File: src/rtl/mux_arb_n.sv
// mux_arb_n -- N-to-1 channel multiplexer with a one-word registered output.
//
// Selects one of NUM_IN valid/ready input channels per cycle. The choice comes
// either from an external select (ARB_MODE=0) or from a round-robin arbiter
// (ARB_MODE=1). The selected word and its channel index are captured into an
// output register that the downstream side drains with out_valid/out_ready.
// in_ready is combinational from out_ready, so there is no skid buffer. Full
// throughput of one word per cycle is possible while out_ready stays high.
//
// Ports:
//   clk        sole clock, all state updates on the rising edge
//   reset      synchronous, active-high reset
//   in_data    packed channel data, channel i at [i*WIDTH +: WIDTH]
//   in_valid   per-channel valid
//   in_ready   per-channel ready (combinational, at most one bit set)
//   sel        channel select, used only when ARB_MODE=0
//   out_data   registered data of the last accepted word
//   out_chan   registered index of the channel that supplied out_data
//   out_valid  registered output valid
//   out_ready  downstream ready
module mux_arb_n #(
  parameter int WIDTH    = 32,
  parameter int NUM_IN   = 4,
  parameter int ARB_MODE = 0,
  localparam int SEL_W   = (NUM_IN > 2) ? $clog2(NUM_IN) : 1
) (
  input  logic                    clk,
  input  logic                    reset,
  input  logic [NUM_IN*WIDTH-1:0] in_data,
  input  logic [NUM_IN-1:0]       in_valid,
  output logic [NUM_IN-1:0]       in_ready,
  input  logic [SEL_W-1:0]        sel,
  output logic [WIDTH-1:0]        out_data,
  output logic [SEL_W-1:0]        out_chan,
  output logic                    out_valid,
  input  logic                    out_ready
);

  logic [WIDTH-1:0]  out_data_q, out_data_d;
  logic [SEL_W-1:0]  out_chan_q, out_chan_d;
  logic              out_valid_q, out_valid_d;
  // Index of the most recently granted channel; the search starts just above it.
  logic [SEL_W-1:0]  ptr_q, ptr_d;

  logic              load_en;
  logic              grant_ok;
  logic [SEL_W-1:0]  grant_idx;
  logic [NUM_IN-1:0] xfer;
  int                cand;

  // Grant selection and ready generation.
  // NOTE: every variable written here gets a default before any branch, so no
  // path leaves a value unassigned and no latch is inferred.
  always_comb begin : grant_logic
    load_en   = !out_valid_q || out_ready;
    grant_ok  = 1'b0;
    grant_idx = '0;
    cand      = 0;
    if (ARB_MODE == 0) begin
      // A select value beyond the last channel names nothing.
      grant_ok  = (int'(sel) < NUM_IN);
      grant_idx = sel;
    end else begin
      // Search ptr+1, ptr+2, ... with wrap; the last candidate is ptr itself,
      // which keeps a lone requester granted every cycle.
      for (int k = 1; k <= NUM_IN; k++) begin
        cand = int'(ptr_q) + k;
        if (cand >= NUM_IN) cand = cand - NUM_IN;
        if (!grant_ok && in_valid[cand]) begin
          grant_ok  = 1'b1;
          grant_idx = SEL_W'(cand);
        end
      end
    end
    in_ready = '0;
    if (grant_ok && load_en && !reset) in_ready[grant_idx] = 1'b1;
  end

  // Output register and pointer next-state.
  always_comb begin : next_state
    xfer        = in_valid & in_ready;
    out_data_d  = out_data_q;
    out_chan_d  = out_chan_q;
    out_valid_d = out_valid_q;
    ptr_d       = ptr_q;
    if (|xfer) begin
      // A transfer also covers the pop-and-push case: new word replaces old.
      out_valid_d = 1'b1;
      out_chan_d  = grant_idx;
      ptr_d       = grant_idx;
      for (int i = 0; i < NUM_IN; i++) begin
        if (xfer[i]) out_data_d = in_data[i*WIDTH +: WIDTH];
      end
    end else if (out_ready) begin
      out_valid_d = 1'b0;
    end
  end

  // NOTE: state flops use non-blocking assignments; reset is sampled on the
  // clock edge and wins over any transfer in the same cycle.
  always_ff @(posedge clk) begin
    if (reset) begin
      out_data_q  <= '0;
      out_chan_q  <= '0;
      out_valid_q <= 1'b0;
      ptr_q       <= SEL_W'(NUM_IN - 1);
    end else begin
      out_data_q  <= out_data_d;
      out_chan_q  <= out_chan_d;
      out_valid_q <= out_valid_d;
      ptr_q       <= ptr_d;
    end
  end

  assign out_data  = out_data_q;
  assign out_chan  = out_chan_q;
  assign out_valid = out_valid_q;

endmodule

File: config.mk
export PLATFORM = sky130hd
export DESIGN_NAME = mux_arb_n
export DESIGN_NICKNAME = d
export VERILOG_FILES = /design/src/rtl/mux_arb_n.sv
export SDC_FILE = /design/constraint.sdc
export NUM_CORES = 1
export LEC_CHECK = 0
export BUFFER_PORTS_ARGS = -buffer_cell sky130_fd_sc_hd__buf_4
export CAP_MARGIN = 5
export CORE_MARGIN = 2
export CORE_UTILIZATION = 38
export CTS_CLUSTER_DIAMETER = 100
export CTS_CLUSTER_SIZE = 14
export DETAILED_ROUTE_END_ITERATION = 16
export GPL_TIMING_DRIVEN = 0
export PLACE_DENSITY_LB_ADDON = 0.05
export SETUP_SLACK_MARGIN = 0.3
export SYNTH_ARGS = -nofsm -noshare
export SYNTH_HDL_FRONTEND = slang
export SYNTH_SLANG_ARGS = --single-unit
export TNS_END_PERCENT = 30
File: constraint.sdc
create_clock -name clk -period 2 [get_ports clk]
set_clock_uncertainty 0.15 [all_clocks]
set_input_delay 0.4 -clock clk [delete_from_list [all_inputs] [get_ports clk]]
set_output_delay 0.4 -clock clk [all_outputs]
set_load 0.05 [all_outputs]
# [Word-level counts from Yosys, hierarchy flattened]
# Cells that the tools add are included.
[totals] register_bits=35 input_bits=137 out_inout_bits=39 wordCells=24
[classes] order_cmp=2 mux=9 bitwise=1 n_reduce_logical=9
[op_table] op="$mux 32" n=4
[op_table] op="$and 4x4->4" n=1
[op_table] op="$mux 4" n=1
[op_table] op="$reduce_bool 4->1" n=1
[op_table] op="$reduce_or 4->1" n=1
[op_table] op="$lt 2x3->1 const B" n=1
[op_table] op="$mux 1" n=3
[op_table] op="$demux 1 s2" n=1
[op_table] op="$ge 2x1->1 const B" n=1
[op_table] op="$logic_and 1x1->1" n=2
[op_table] op="$logic_not 1->1" n=2
[op_table] op="$reduce_and 2->1" n=1
[op_table] op="$reduce_bool 2->1" n=1
[op_table] op="$logic_or 1x1->1" n=1

# [Longest topological paths before layout]
[depth] ltp_word=10 depth_mapped=9

# [Worst setup path after synthesis]
# No wires, ideal clock.
[synth_path] path_kind="flip-flop to output port" startpoint="reg out_valid_q, in the netlist out_valid" endpoint="out in_ready[0]" arrival_time_ns=1.946 path_slack_ns=-0.496 path_stages_with_launch=4 path_buffers=1 path_cell_list="dfxtp_1 > nor2b_1 > buf_2 > nor3_1"
[synth_between] elab_chain_cells=4
[synth_rtl] element="from (decl)" line_no="41" source="logic out_valid_q, out_valid_d;"
[synth_rtl] element="from (signal assigned)" line_no="110" source="out_valid_q <= out_valid_d;"
[synth_rtl] element="$logic_not 1->1" line_no="55" source="load_en = !out_valid_q || out_ready;"
[synth_rtl] element="$logic_or 1x1->1" line_no="55"
[synth_rtl] element="$logic_and 1x1->1" line_no="76" source="if (grant_ok && load_en && !reset) in_ready[grant_idx] = 1'b1;"
[synth_rtl] element="$mux 4" line_no="76"
[synth_rtl] element="to (decl)" line_no="31" source="output logic [NUM_IN-1:0] in_ready,"
# Every way passes these cells.

# [Worst setup path in the final report]
[layout_path] startpoint="reg out_valid_q, in the netlist out_valid" endpoint="out in_ready[2]"
# The elaborated chain is that of the path after synthesis.

==> impl_metrics.json <==
{
  "syn_area_sq_mm": 0.00248,
  "clkTransAtPathRegs_ns": 0.07,
  "die_area_sq_mm": 0.00719,
  "crit_required_ns": 1.45,
  "rsz0062_at_grt": "yes",
  "gp_congestion": 0.832,
  "drtIter0Drc": 97,
  "worstSetupEndpointType": "primary output",
  "fin_crit_sh_pct": 91.7,
  "drv_cap": 0,
  "cts_buffer_depth": 2,
  "ir_drop_uv": 530,
  "grt_usage_pct": 25.0,
  "coreArea_sq_mm": 0.00631,
  "crit_path_max_fanout": 5,
  "chipHeight_um": 84.8,
  "regArea_sq_um": 704,
  "multi_input_area_sq_mm": 0.00163,
  "maxSlewHeadroom_pct": 45.0,
  "grt_antenna_before_repair": 0,
  "hold_violations": 0,
  "start_util_pct": 39.3,
  "fin_crit_ns": 1.83,
  "first_pass_iters": 4,
  "synth_seq_cells": 35,
  "die_w_um": 84.8,
  "setup_tns_ns": 0,
  "synth_area_per_cell_sq_um": 7.77,
  "muxShareOfSynthArea_pct": 0,
  "area_growth_pct": 71.7,
  "ant_nets": 0,
  "cp.arrival_ns": 1.28,
  "finalMaxSlewViolations": 0,
  "critical-path-slowest-cell": "dfxtp_4",
  "drt_wl_total_um": 9240,
  "path_class": "reg -> out",
  "synth_top_family_by_area": "compound AO/OA/AOI/OAI gates",
  "powerDensity_mw_per_mm2": 556,
  "synth_adder_area_share_pct": 0,
  "synth_cells": 319,
  "io_buffers": 174,
  "cts_buffers": 5,
  "worstMarginPinSlew_ns": 0.824,
  "ys_warn_count": 0,
  "via_per_inst": 5.22,
  "slowest_delay_ns": 0.35,
  "cts_htree_levels": 2,
  "std_cell_rows": 29,
  "drc": 0,
  "ys_seq_area_share_pct": 28.3,
  "timing.hold.ws_ns": 0.160,
  "synth_compound_area_share_pct": 42.8,
  "synth_xor_area_share_pct": 0,
  "hp-class": "in -> reg",
  "grt_remaining_overflow": 0,
  "synth_simple_gate_area_share_pct": 20.2,
  "clock_sinks": 35,
  "clockRootBuffer": "clkbuf_8",
  "clock_latency_ns": 0.28,
  "p_leak_uw": 0.00206,
  "ios": 176,
  "crit_chain": "nor2b_4, buf_4, nor3_4, buf_6",
  "synthesis.nets": 456,
  "grt_pass1_vias": 3098,
  "n_antenna_cell": 0,
  "clock.fmax_mhz": 546,
  "dp_hpwl_um": 6980,
  "cp_num_buf_inv": 2,
  "outcome": "completed",
  "critical-path-top-delay-family": "flip-flops",
  "final_net_count": 645,
  "wl_per_cell_um": 15.8,
  "final-setup-viol-count": 0,
  "n_fill_cell": 562,
  "grt_pass1_wl_um": 14700,
  "grt_max_degree": 11,
  "cp-start-kind": "flop",
  "drive_gt1_share_pct": 51.3,
  "via_count": 3058,
  "cts_tree": "done",
  "synth_cell_types": 25
}
## stage by stage
step / util (%) / cells / setup slack (ns) / cell area [sq um] / power (uW)
floorplan: - / 319 / 0.0879 / 2540 / 1380
global placement: 62.5 / 570 / -0.224 / 3950 / 1750
detailed placement: 62.5 / 570 / -0.273 / 3950 / 1760
CTS: 67.3 / 586 / 0.169 / 4250 / 2380
global route: 67.5 / 586 / 0.0859 / 4260 / 2480
finish: 67.5 / 586 / 0.167 / 4260 / 2370
## layout make-up
type	instances	area share, %
Buffer	32	7.34
Clock buffer	8	2.35
Inverter	2	0.176
Multi-Input combinational cell	250	38.3
Sequential cell	35	16.5
Tap cell	77	2.26
Timing Repair Buffer	182	33.0
## report_power, final
group | total (uW) | internal (uW) | switching, uW
registers | 793 | 760 | 33.4
logic | 1000 | 464 | 537
clock network | 572 | 315 | 258
total | 2370 | 1540 | 829
## registers in the layout, indices dropped and copies added, names as in the netlist
| register | cells |
|---|---|
| out_data | 32 |
| out_chan | 2 |
| out_valid | 1 |
## routing by layer
metal,vias up,GRT usage [%],wire [um]
met4,0,6.20,168
met3,14,5.60,656
li1,1519,-,-
met1,1401,30.5,3660
met5,-,0,0
met2,124,44.7,4750
## cells in the mapped netlist, drive strengths merged
| master | instances | share of area [%] |
|---|---|---|
| nand2b | 2 | 0.50 |
| nor3 | 6 | 2.1 |
| dfxtp | 35 | 28 |
| or3 | 2 | 0.71 |
| a21oi | 32 | 6.5 |
| inv | 2 | 0.30 |
| nand2 | 66 | 10 |
| or2 | 1 | 0.35 |
| clkbuf | 13 | 2.0 |
| a31oi | 1 | 0.25 |
| and3 | 1 | 0.25 |
| a21o | 32 | 9.7 |
| buf | 19 | 6.5 |
| a211o | 1 | 0.35 |
| o211a | 2 | 0.81 |
| o21ai | 33 | 6.7 |
| nor2b | 3 | 0.76 |
| nor2 | 35 | 5.3 |
| a311oi | 32 | 19 |
| nand3 | 1 | 0.20 |
## kinds of logic (layout without fill, tap and decap cells)
kind of cell / count (synthesis) / in the layout
AOI/OAI and AO/OA: 133 / 133
buffers and inverters: 34 / 224
and+or+nand+nor: 117 / 117
DFF: 35 / 35
## timing repair
action / in CTS / in global routing
setup buffers: 6 / 0
gates cloned: 2 / 0
resized for setup: 37 / 7
pin swaps: 6 / 0
setup endpoints to repair: 39 / 39
hold buffers: 0 / 0
## cells in the final DEF, fill, tap and decap left out, types with 2 or more instances in the layout
master,netlist,layout
a311oi_2,29,29
nor2_2,0,2
a21o_1,32,32
nand2_1,66,66
buf_4,1,180
nor2_1,35,33
dfxtp_1,35,34
buf_2,8,4
inv_1,2,2
a21oi_1,32,32
clkbuf_1,13,4
o211a_1,2,2
clkbuf_2,0,4
nor3_4,2,6
buf_8,0,4
clkbuf_8,0,10
o21ai_0,33,33
buf_6,10,12
nor2b_1,3,2
buf_12,0,2
a311oi_1,3,3
## final timing paths
path	startpoint	to	slack, ns	cells past startpoint
worst min register to register	out_data[8]	out_data[8]	0.36	2
worst max-delay path	out_valid	in_ready[2]	0.17	4
worst min-delay path	reset	out_data[8]	0.16	2
worst max register to register	out_valid	out_data[16]	0.18	7
No activity file was read; power rests on OpenSTA's default activity.
